## src/rtl/bp_update_sched_if.sv

```systemverilog
// Update/write bus of the branch-predictor update scheduler.
// The master side offers resolved branch updates and observes the PHT write
// port; the slave side (the scheduler) accepts updates and drives PHT writes.
interface bp_update_sched_if #(
    parameter int S_ROW_IDX = 4,
    parameter int S_GBHR    = 4
);
    logic                 upd_valid;
    logic [S_ROW_IDX-1:0] upd_row;
    logic [S_GBHR-1:0]    upd_col;
    logic [1:0]           upd_state;
    logic                 upd_br_en;
    logic                 upd_ready;
    logic                 tbl_we;
    logic [S_ROW_IDX-1:0] tbl_row;
    logic [S_GBHR-1:0]    tbl_col;
    logic [1:0]           tbl_wdata;

    modport master (
        output upd_valid, upd_row, upd_col, upd_state, upd_br_en,
        input  upd_ready, tbl_we, tbl_row, tbl_col, tbl_wdata
    );

    modport slave (
        input  upd_valid, upd_row, upd_col, upd_state, upd_br_en,
        output upd_ready, tbl_we, tbl_row, tbl_col, tbl_wdata
    );
endinterface

```

## src/rtl/bp_update_sched.sv

```systemverilog
// Branch-predictor PHT update scheduler.
// After reset or clr the whole PHT is walked and written to weakly-not-taken.
// Resolved branch updates are buffered in a small FIFO and drained one per
// cycle once the walk is done. A one-entry bypass register forwards the value
// just written so back-to-back updates to the same counter see fresh data.
module bp_update_sched #(
    parameter int S_ROW_IDX = 4,
    parameter int S_GBHR    = 4,
    parameter int DEPTH     = 4
) (
    input  logic                    clk,
    input  logic                    rst,
    input  logic                    clr,
    bp_update_sched_if.slave        bus,
    output logic                    init_busy,
    output logic                    mispred,
    output logic [15:0]             mispred_cnt
);

    localparam int AW = (DEPTH > 1) ? $clog2(DEPTH) : 1;
    localparam int IW = S_ROW_IDX + S_GBHR;

    typedef enum logic {
        ST_INIT = 1'b0,
        ST_RUN  = 1'b1
    } state_t;

    // 2-bit saturating counter step towards the actual outcome
    function automatic logic [1:0] sat_step(input logic [1:0] base, input logic taken);
        logic [1:0] res;
        if (taken) begin
            res = (base == 2'd3) ? 2'd3 : base + 2'd1;
        end else begin
            res = (base == 2'd0) ? 2'd0 : base - 2'd1;
        end
        return res;
    endfunction

    state_t               state_r;
    logic [IW-1:0]        walk_r;

    logic [S_ROW_IDX-1:0] q_row_r   [DEPTH];
    logic [S_GBHR-1:0]    q_col_r   [DEPTH];
    logic [1:0]           q_state_r [DEPTH];
    logic                 q_br_r    [DEPTH];
    logic [AW-1:0]        wr_ptr_r;
    logic [AW-1:0]        rd_ptr_r;
    logic [AW:0]          count_r;

    logic                 byp_valid_r;
    logic [S_ROW_IDX-1:0] byp_row_r;
    logic [S_GBHR-1:0]    byp_col_r;
    logic [1:0]           byp_val_r;

    logic [15:0]          cnt_r;

    logic                 full_s;
    logic                 empty_s;
    logic                 push_s;
    logic                 pop_s;
    logic [S_ROW_IDX-1:0] hd_row_s;
    logic [S_GBHR-1:0]    hd_col_s;
    logic [1:0]           hd_state_s;
    logic                 hd_br_s;
    logic [1:0]           base_s;
    logic [1:0]           run_wdata_s;
    logic                 mispred_s;

    // Queue status, head decode, counter update and handshake qualifiers
    always_comb begin
        full_s      = (count_r == (AW+1)'(DEPTH));
        empty_s     = (count_r == {(AW+1){1'b0}});
        push_s      = rst && !clr && bus.upd_valid && !full_s;
        pop_s       = rst && (state_r == ST_RUN) && !empty_s;
        hd_row_s    = q_row_r[rd_ptr_r];
        hd_col_s    = q_col_r[rd_ptr_r];
        hd_state_s  = q_state_r[rd_ptr_r];
        hd_br_s     = q_br_r[rd_ptr_r];
        if (byp_valid_r && (byp_row_r == hd_row_s) && (byp_col_r == hd_col_s)) begin
            base_s = byp_val_r;
        end else begin
            base_s = hd_state_s;
        end
        run_wdata_s = sat_step(base_s, hd_br_s);
        mispred_s   = pop_s && (base_s[1] != hd_br_s);
    end

    // PHT write port and status outputs; INIT writes come from the walk index
    always_comb begin
        bus.tbl_we    = 1'b0;
        bus.tbl_row   = {S_ROW_IDX{1'b0}};
        bus.tbl_col   = {S_GBHR{1'b0}};
        bus.tbl_wdata = 2'd0;
        if (!rst) begin
            bus.tbl_we = 1'b0;
        end else if (state_r == ST_INIT) begin
            bus.tbl_we    = 1'b1;
            bus.tbl_row   = walk_r[IW-1:S_GBHR];
            bus.tbl_col   = walk_r[S_GBHR-1:0];
            bus.tbl_wdata = 2'd1;
        end else if (!empty_s) begin
            bus.tbl_we    = 1'b1;
            bus.tbl_row   = hd_row_s;
            bus.tbl_col   = hd_col_s;
            bus.tbl_wdata = run_wdata_s;
        end else begin
            bus.tbl_we = 1'b0;
        end
        bus.upd_ready = !rst || !full_s;
        init_busy     = !rst || (state_r == ST_INIT);
        mispred       = mispred_s;
        mispred_cnt   = cnt_r;
    end

    // Control FSM: walk every PHT entry in INIT, then stay in RUN until clr
    always_ff @(posedge clk) begin
        if (!rst || clr) begin
            state_r <= ST_INIT;
            walk_r  <= {IW{1'b0}};
        end else begin
            case (state_r)
                ST_INIT: begin
                    if (walk_r == {IW{1'b1}}) begin
                        state_r <= ST_RUN;
                        walk_r  <= {IW{1'b0}};
                    end else begin
                        walk_r  <= walk_r + IW'(1);
                    end
                end
                ST_RUN: begin
                    state_r <= ST_RUN;
                end
                default: begin
                    state_r <= ST_INIT;
                    walk_r  <= {IW{1'b0}};
                end
            endcase
        end
    end

    // FIFO pointers and occupancy; clr discards everything queued
    always_ff @(posedge clk) begin
        if (!rst || clr) begin
            wr_ptr_r <= {AW{1'b0}};
            rd_ptr_r <= {AW{1'b0}};
            count_r  <= {(AW+1){1'b0}};
        end else begin
            if (push_s) begin
                wr_ptr_r <= wr_ptr_r + AW'(1);
            end
            if (pop_s) begin
                rd_ptr_r <= rd_ptr_r + AW'(1);
            end
            case ({push_s, pop_s})
                2'b10:   count_r <= count_r + (AW+1)'(1);
                2'b01:   count_r <= count_r - (AW+1)'(1);
                default: count_r <= count_r;
            endcase
        end
    end

    // FIFO storage; payload needs no reset since occupancy guards it
    always_ff @(posedge clk) begin
        if (push_s) begin
            q_row_r[wr_ptr_r]   <= bus.upd_row;
            q_col_r[wr_ptr_r]   <= bus.upd_col;
            q_state_r[wr_ptr_r] <= bus.upd_state;
            q_br_r[wr_ptr_r]    <= bus.upd_br_en;
        end
    end

    // Bypass register holds only the write of the immediately preceding cycle
    always_ff @(posedge clk) begin
        if (!rst || clr) begin
            byp_valid_r <= 1'b0;
            byp_row_r   <= {S_ROW_IDX{1'b0}};
            byp_col_r   <= {S_GBHR{1'b0}};
            byp_val_r   <= 2'd0;
        end else if (pop_s) begin
            byp_valid_r <= 1'b1;
            byp_row_r   <= hd_row_s;
            byp_col_r   <= hd_col_s;
            byp_val_r   <= run_wdata_s;
        end else begin
            byp_valid_r <= 1'b0;
        end
    end

    // Saturating misprediction counter; survives clr, cleared only by reset
    always_ff @(posedge clk) begin
        if (!rst) begin
            cnt_r <= 16'd0;
        end else if (mispred_s && (cnt_r != 16'hFFFF)) begin
            cnt_r <= cnt_r + 16'd1;
        end else begin
            cnt_r <= cnt_r;
        end
    end

endmodule

```

## src/flat_wrapper.sv

```systemverilog
// flat-port wrapper written by rule: the top's interface ports become plain ports
module bp_update_sched_flat 
#(
    parameter int S_ROW_IDX = 4,
    parameter int S_GBHR    = 4,
    parameter int DEPTH     = 4
)
  (clk, rst, clr, init_busy, mispred, mispred_cnt, bus_upd_valid, bus_upd_row, bus_upd_col, bus_upd_state, bus_upd_br_en, bus_upd_ready, bus_tbl_we, bus_tbl_row, bus_tbl_col, bus_tbl_wdata);
  bp_update_sched_if #(.S_ROW_IDX(S_ROW_IDX), .S_GBHR(S_GBHR)) bus_i ();
  input  logic clk;
  input  logic rst;
  input  logic clr;
  output logic init_busy;
  output logic mispred;
  output logic [15:0] mispred_cnt;
  input wire logic [$bits(bus_i.upd_valid)-1:0] bus_upd_valid;
  input wire logic [$bits(bus_i.upd_row)-1:0] bus_upd_row;
  input wire logic [$bits(bus_i.upd_col)-1:0] bus_upd_col;
  input wire logic [$bits(bus_i.upd_state)-1:0] bus_upd_state;
  input wire logic [$bits(bus_i.upd_br_en)-1:0] bus_upd_br_en;
  output wire logic [$bits(bus_i.upd_ready)-1:0] bus_upd_ready;
  output wire logic [$bits(bus_i.tbl_we)-1:0] bus_tbl_we;
  output wire logic [$bits(bus_i.tbl_row)-1:0] bus_tbl_row;
  output wire logic [$bits(bus_i.tbl_col)-1:0] bus_tbl_col;
  output wire logic [$bits(bus_i.tbl_wdata)-1:0] bus_tbl_wdata;
  assign bus_i.upd_valid = bus_upd_valid;
  assign bus_i.upd_row = bus_upd_row;
  assign bus_i.upd_col = bus_upd_col;
  assign bus_i.upd_state = bus_upd_state;
  assign bus_i.upd_br_en = bus_upd_br_en;
  assign bus_upd_ready = bus_i.upd_ready;
  assign bus_tbl_we = bus_i.tbl_we;
  assign bus_tbl_row = bus_i.tbl_row;
  assign bus_tbl_col = bus_i.tbl_col;
  assign bus_tbl_wdata = bus_i.tbl_wdata;
  bp_update_sched #(.S_ROW_IDX(S_ROW_IDX), .S_GBHR(S_GBHR), .DEPTH(DEPTH)) u_core (.clk(clk), .rst(rst), .clr(clr), .bus(bus_i), .init_busy(init_busy), .mispred(mispred), .mispred_cnt(mispred_cnt));
endmodule
```

## config.mk

```make
export PLATFORM = sky130hd
export DESIGN_NAME = bp_update_sched_flat
export DESIGN_NICKNAME = d
export VERILOG_FILES = /design/src/rtl/bp_update_sched_if.sv /design/src/rtl/bp_update_sched.sv /design/src/flat_wrapper.sv
export SDC_FILE = /design/constraint.sdc
export NUM_CORES = 1
export LEC_CHECK = 0
export BUFFER_PORTS_ARGS = -buffer_cell sky130_fd_sc_hd__buf_2
export CORE_MARGIN = 3
export CORE_UTILIZATION = 55
export CTS_BUF_LIST = sky130_fd_sc_hd__clkbuf_4 sky130_fd_sc_hd__clkbuf_8
export DETAILED_ROUTE_END_ITERATION = 7
export GPL_TIMING_DRIVEN = 0
export PLACE_DENSITY_LB_ADDON = 0.25
export SYNTH_ARGS = -nofsm -noshare
export SYNTH_HDL_FRONTEND = slang
export SYNTH_SLANG_ARGS = --single-unit
```

## constraint.sdc

```tcl
create_clock -name clk -period 2.7 [get_ports clk]
set_input_delay 0.27 -clock clk [delete_from_list [all_inputs] [get_ports clk]]
set_output_delay 0.27 -clock clk [all_outputs]
set_load 0.02 [all_outputs]
```

# Word level (Yosys, flattened, before mapping)
# Memories as Yosys holds them, arrays and structs flattened. A register that Yosys moved wholly into a read port is not among the register bits.
# Cells that the tools add are included.
# W data, S select, Z words.
# word_totals
reg_bits	43
latchBits	0
mem_bits_rw	44
rom_bits	0
in_bits	15
out_inout_bits	30
word_cells	82
memories	4
# memory_table
memory	words	width	rd	rd_clocked_by_memory_dff	wr	line	rtl
u_core.q_col_r	4	4	1	1	1	bp_update_sched.sv:43	logic [S_GBHR-1:0] q_col_r [DEPTH];
u_core.q_row_r	4	4	1	1	1	bp_update_sched.sv:42	logic [S_ROW_IDX-1:0] q_row_r [DEPTH];
u_core.q_state_r	4	2	1	1	1	bp_update_sched.sv:44	logic [1:0] q_state_r [DEPTH];
u_core.q_br_r	4	1	1	1	1	bp_update_sched.sv:45	logic q_br_r [DEPTH];
# op_classes
add_sub_neg	8
mul	0
div_mod_pow	0
n_lt_le_gt_ge	0
eq_ne	9
n_shift	0
n_mux	31
bitwise_logic	1
n_reduce_logical	19
# op_table
operator	count
$mux W2	15
$mux W4	6
$add A16 B1 Y16 const B	1
$ne A16 B16 Y1 const B	1
$logic_and A1 B1 Y1	9
$add A8 B1 Y8 const B	1
$eq A4 B4 Y1	2
$eq A8 B8 Y1 const B	1
$mux W8	1
$mux W1	7
$add A2 B1 Y2 const B	3
$pmux W3 S2	1
$eq A2 B2 Y1 const B	2
$logic_not A1 Y1	4
$add A3 B1 Y3 const B	1
$eq A3 B3 Y1 const B	1
$logic_not A3 Y1	1
$logic_or A1 B1 Y1	3
$sub A3 B1 Y3 const B	1
$eq A2 B1 Y1 const B	1
$logic_not A2 Y1	1
$pmux W1 S2	1
$reduce_bool A2 Y1	1
$sub A2 B1 Y2 const B	1
2 further kinds	2

# Longest topological paths before layout
# logic_depth
depth_word	10
ltp_mapped	11
depth_no_buf	11

# Worst setup path before layout
# OpenSTA, ideal clock, no wires.
# synth_path
path_type	reg2reg
start	reg u_core.state_r
end	reg u_core.count_r[2]
setup_ns	0.070
arrival_time_ns	2.496
path_slack_ns	0.134
stages_incl_launch_ff	11
n_path_buf	1
period_less_slack_ns	2.566
cell_sequence	dfxtp_1 nand2_1 or2_2 clkinv_1 clkbuf_1 ha_1 inv_1 fa_1 xor2_1 or3_1 a21oi_1
# synth_via
elab_chain_cells	4
word_cells_on_any_way	6
cone_classes	2 x eq/ne; 1 x mux; 3 x reduce/logical
# synth_lines
element	line	rtl
start: declaration	bp_update_sched.sv:39	state_t state_r;
start signal: assignment	bp_update_sched.sv:118	state_r <= ST_INIT;
start signal: assignment	bp_update_sched.sv:124	state_r <= ST_RUN;
start signal: assignment	bp_update_sched.sv:131	state_r <= ST_RUN;
$logic_and A1 B1 Y1 (*) (2 in series)	bp_update_sched.sv:74	pop_s = rst && (state_r == ST_RUN) && !empty_s;
named net u_core.pop_s	bp_update_sched.sv:60	logic pop_s;
$eq A2 B1 Y1 / $eq A2 B2 Y1 (equally long branches)	bp_update_sched.sv:154	case ({push_s, pop_s})
$pmux W3 S2 / $reduce_bool A2 Y1 (equally long branches)	-	
end signal: assignment	bp_update_sched.sv:155	2'b10: count_r <= count_r + (AW+1)'(1);
end signal: assignment	bp_update_sched.sv:156	2'b01: count_r <= count_r - (AW+1)'(1);
end signal: assignment	bp_update_sched.sv:157	default: count_r <= count_r;
end: declaration	bp_update_sched.sv:48	logic [AW:0] count_r;
# Mark *: on every way through the listed nets, which the timed path passes. The rest lies on a longest branch.
# A chain may end at the register's enable or synchronous reset.

==> impl_metrics.tcl <==
set metrics [dict create \
    outcome "finished with violations" \
    failed_checks "setup timing" \
    syn-num-nets 394 \
    design.core.area_mm2 0.007019 \
    async_reset_ff_frac 0 \
    crit_buf_inv 4 \
    layout_setup_ws_ns -0.3574 \
    maxCapViolations 0 \
    cp_top_family "simple AND/OR/NAND/NOR gates" \
    via_count 3050 \
    finalWirelength_um 9026 \
    yosys.cell_types.count 49 \
    yosysWarnings 0 \
    cp-start-kind "flop" \
    vias_per_cell 5.566 \
    yosys_most_used_dff "dfxtp_1" \
    arrival_ns 2.79 \
    critical_path.cell_chain "buf_8, buf_12, mux4_2, xnor2_2, nand4_4, or4_4, a21o_1, inv_2, buf_6" \
    cts_tree "done" \
    std_cell_rows 30 \
    setup_tns_ns -1.082 \
    track_usage 0.2154 \
    antenna_found_initial 0 \
    initial_core_util 0.5875 \
    clk_pin_slew_worst_paths_ns 0.09 \
    nFillCells 508 \
    ys_seq_area_frac 0.5388 \
    die_area_mm2 0.008573 \
    die_w_um 92.59 \
    syn_area_mm2 0.004124 \
    syn_inst 371 \
    rsz0062_at_grt "true" \
    cts-root-buf "clkbuf_8" \
    grt_pass1_wl_um 14410 \
    wl_per_cell_um 16.47 \
    hp-class "in2reg" \
    fp.dieH_um 92.59 \
    finalMaxSlewViolations 0 \
    ant_nets 0 \
    tightest_slew_ns 0.6132 \
    place_hpwl_um 6043 \
    end_kind "primary output" \
    syn_to_final_growth_pct 21.81 \
    diodes 0 \
    cp_max_fo 6 \
    portBuffers 44 \
    clock_skew_ns 0.009240 \
    period_minus_slack_ns 3.057 \
    required_ns 2.43 \
    grt_pass1_vias 2970 \
    first_pass_iters 4 \
    power.density_mw_per_mm2 488.3 \
    synth_edf_count 44 \
    ir_drop_uv 275.0 \
    io_pins 45 \
    hold_slack_ns 0.1183 \
    avgSynthCellArea_um2 11.12 \
    cts_max_path_buffers 2 \
    max_freq_mhz 327.1 \
    postCtsHoldBufs 0 \
    path_class "reg2out" \
    grt.overflow.total 0 \
    drc 0 \
    cts_buffers 9 \
    clkLatencyLatePin_ns 0.36 \
    routabilityCongestion 0.8228 \
    hold_violations 0 \
    htreeDepth 3 \
    slowest_delay_ns 0.56 \
    drtIter0Drc 154 \
    slew_headroom 0.5912 \
    power_leakage_nw 1.830 \
    ys_ff_latch 89 \
    grt_start_max_net_pins 17 \
    crit_slowest_cell "mux4_2" \
    drive_above_1_share 0.2854 \
    cts.sinks 89 \
    period_share 1.132 \
    setup_violations 6 \
    nets 470 \
]
sequential cells by signal (all words and copies together) (netlist names), 3 cells and up, named ones only:
register,flops
u_core.q_col_r,16
u_core.q_br_r,4
u_core.byp_col_r,4
u_core.mispred_cnt,16
u_core.count_r,3
u_core.q_row_r,16
u_core.q_state_r,8
u_core.walk_r,8
u_core.byp_row_r,4
worst register-to-register path, cell delays in order (launching register included):
cell and delay (ns):
dfxtp_2 0.34, buf_8 0.13, buf_12 0.12, mux4_2 0.56
xnor2_2 0.22, nand4_4 0.15, buf_4 0.18, a2bb2oi_2 0.16
nor2_4 0.14, inv_2 0.06, buf_6 0.13, buf_6 0.11
buf_4 0.12, nand4_1 0.09, mux2i_1 0.19
layout by cell type, fill, tap and decap left out, types with 4 or more instances in the layout:
cell type | Yosys | final
nor2_1 | 32 | 30
clkbuf_8 | 0 | 9
xor2_1 | 7 | 7
buf_6 | 2 | 10
and3_1 | 8 | 8
nand3_1 | 17 | 14
buf_2 | 1 | 43
a21oi_1 | 27 | 25
and2_1 | 4 | 4
o21ai_0 | 8 | 7
edfxtp_1 | 44 | 44
xnor2_2 | 2 | 4
dfxtp_1 | 45 | 42
xnor2_1 | 8 | 6
mux4_2 | 5 | 8
nand3b_1 | 6 | 6
or3_1 | 5 | 5
nand4_1 | 4 | 4
ha_1 | 7 | 7
nand2b_1 | 9 | 9
nand2_1 | 42 | 42
inv_1 | 12 | 10
mux2i_1 | 19 | 18
buf_4 | 1 | 15
clkbuf_1 | 11 | 10
nor2b_1 | 8 | 8
synthesized netlist by cell type (all sizes together) (2+ instances only):
library cell | n | area share
nand3 | 17 | 0.021
nor2 | 32 | 0.029
edfxtp | 44 | 0.32
o21ai | 8 | 0.0097
mux2i | 19 | 0.046
nand2b | 9 | 0.014
and2 | 5 | 0.0076
mux4 | 10 | 0.059
inv | 12 | 0.011
buf | 5 | 0.013
a211oi | 3 | 0.0067
and3 | 8 | 0.012
and4 | 2 | 0.0042
dfxtp | 45 | 0.22
or3 | 5 | 0.0076
nor2b | 8 | 0.012
clkbuf | 11 | 0.010
a21oi | 27 | 0.033
ha | 7 | 0.021
nand2 | 42 | 0.038
nand3b | 6 | 0.011
xnor2 | 10 | 0.025
nor3 | 6 | 0.0073
a31oi | 2 | 0.0030
maj3 | 2 | 0.0049
xor2 | 7 | 0.015
nand4 | 5 | 0.0091
through the flow:
| stage | total power, W | setup WS (ns) | instance area, um^2 | cells | utilization |
|---|---|---|---|---|---|
| finish | 0.002453 | -0.3574 | 5024 | 548 | 0.7157 |
| global route | 0.002538 | -0.4697 | 5024 | 548 | 0.7157 |
| CTS | 0.002469 | -0.3525 | 4812 | 536 | 0.6856 |
| detailed placement | 0.001544 | -0.1111 | 4464 | 511 | 0.6360 |
| global placement | 0.001541 | -0.05777 | 4464 | 511 | 0.6360 |
| floorplan | 0.001508 | 0.1340 | 4124 | 371 | - |
what timing repair did:
action / CTS / global route
setup buffers: 9 / 13
gates resized for setup: 22 / 32
gates cloned: 0 / 1
pin swaps: 5 / 17
endpoints found under the setup margin: 4 / 21
cells by family (layout without fill, tap and decap cells):
logic type,count (synthesis),count (layout),share of synthesized area
multiplexers,29,29,0.1053
AND/OR/NAND/NOR,150,150,0.1820
XOR/XNOR,17,17,0.03975
flip-flops,89,89,0.5388
adder cells (fa/ha/maj),10,10,0.03095
AO/OA/AOI/OAI,47,47,0.06796
buffers and inverters,29,110,0.03519
per-layer routing:
metal | global-route usage | vias to the layer above | wire length, um
met2 | 0.3559 | 61 | 4588
met4 | 0.07797 | 0 | 155
met1 | 0.2803 | 1491 | 3910
li1 | - | 1484 | -
met3 | 0.04549 | 14 | 371
met5 | 0 | - | 0
report_power, final:
group          internal (W)  switching, W   total, W
Combinational     0.0000326     0.0000580  0.0000907
Sequential          0.00142    0.00000479    0.00143
Clock              0.000450      0.000484   0.000934
final cells by class:
| class | count | area [um^2] | share of cell area |
|---|---|---|---|
| Buffer | 15 | 98.84 | 0.01968 |
| Inverter | 13 | 48.80 | 0.009714 |
| Multi-Input combinational cell | 253 | 1903 | 0.3788 |
| Timing Repair Buffer | 66 | 421.7 | 0.08394 |
| Clock inverter | 6 | 73.82 | 0.01469 |
| Clock buffer | 10 | 131.4 | 0.02615 |
| Sequential cell | 89 | 2226 | 0.4431 |
| Tap cell | 96 | 120.1 | 0.02391 |
path summary, 6_finish.rpt:
| check | start | end | slack (ns) | depth (start not counted) |
|---|---|---|---|---|
| max | flop | bus_tbl_wdata[1] | -0.36 | 9 |
| min | clr | u_core.byp_valid_r | 0.12 | 2 |
| max reg2reg | flop | u_core.mispred_cnt[3] | -0.07 | 14 |
| min reg2reg | u_core.byp_col_r[2] | u_core.byp_col_r[2] | 0.48 | 2 |
(Power assumes the default switching activity.)
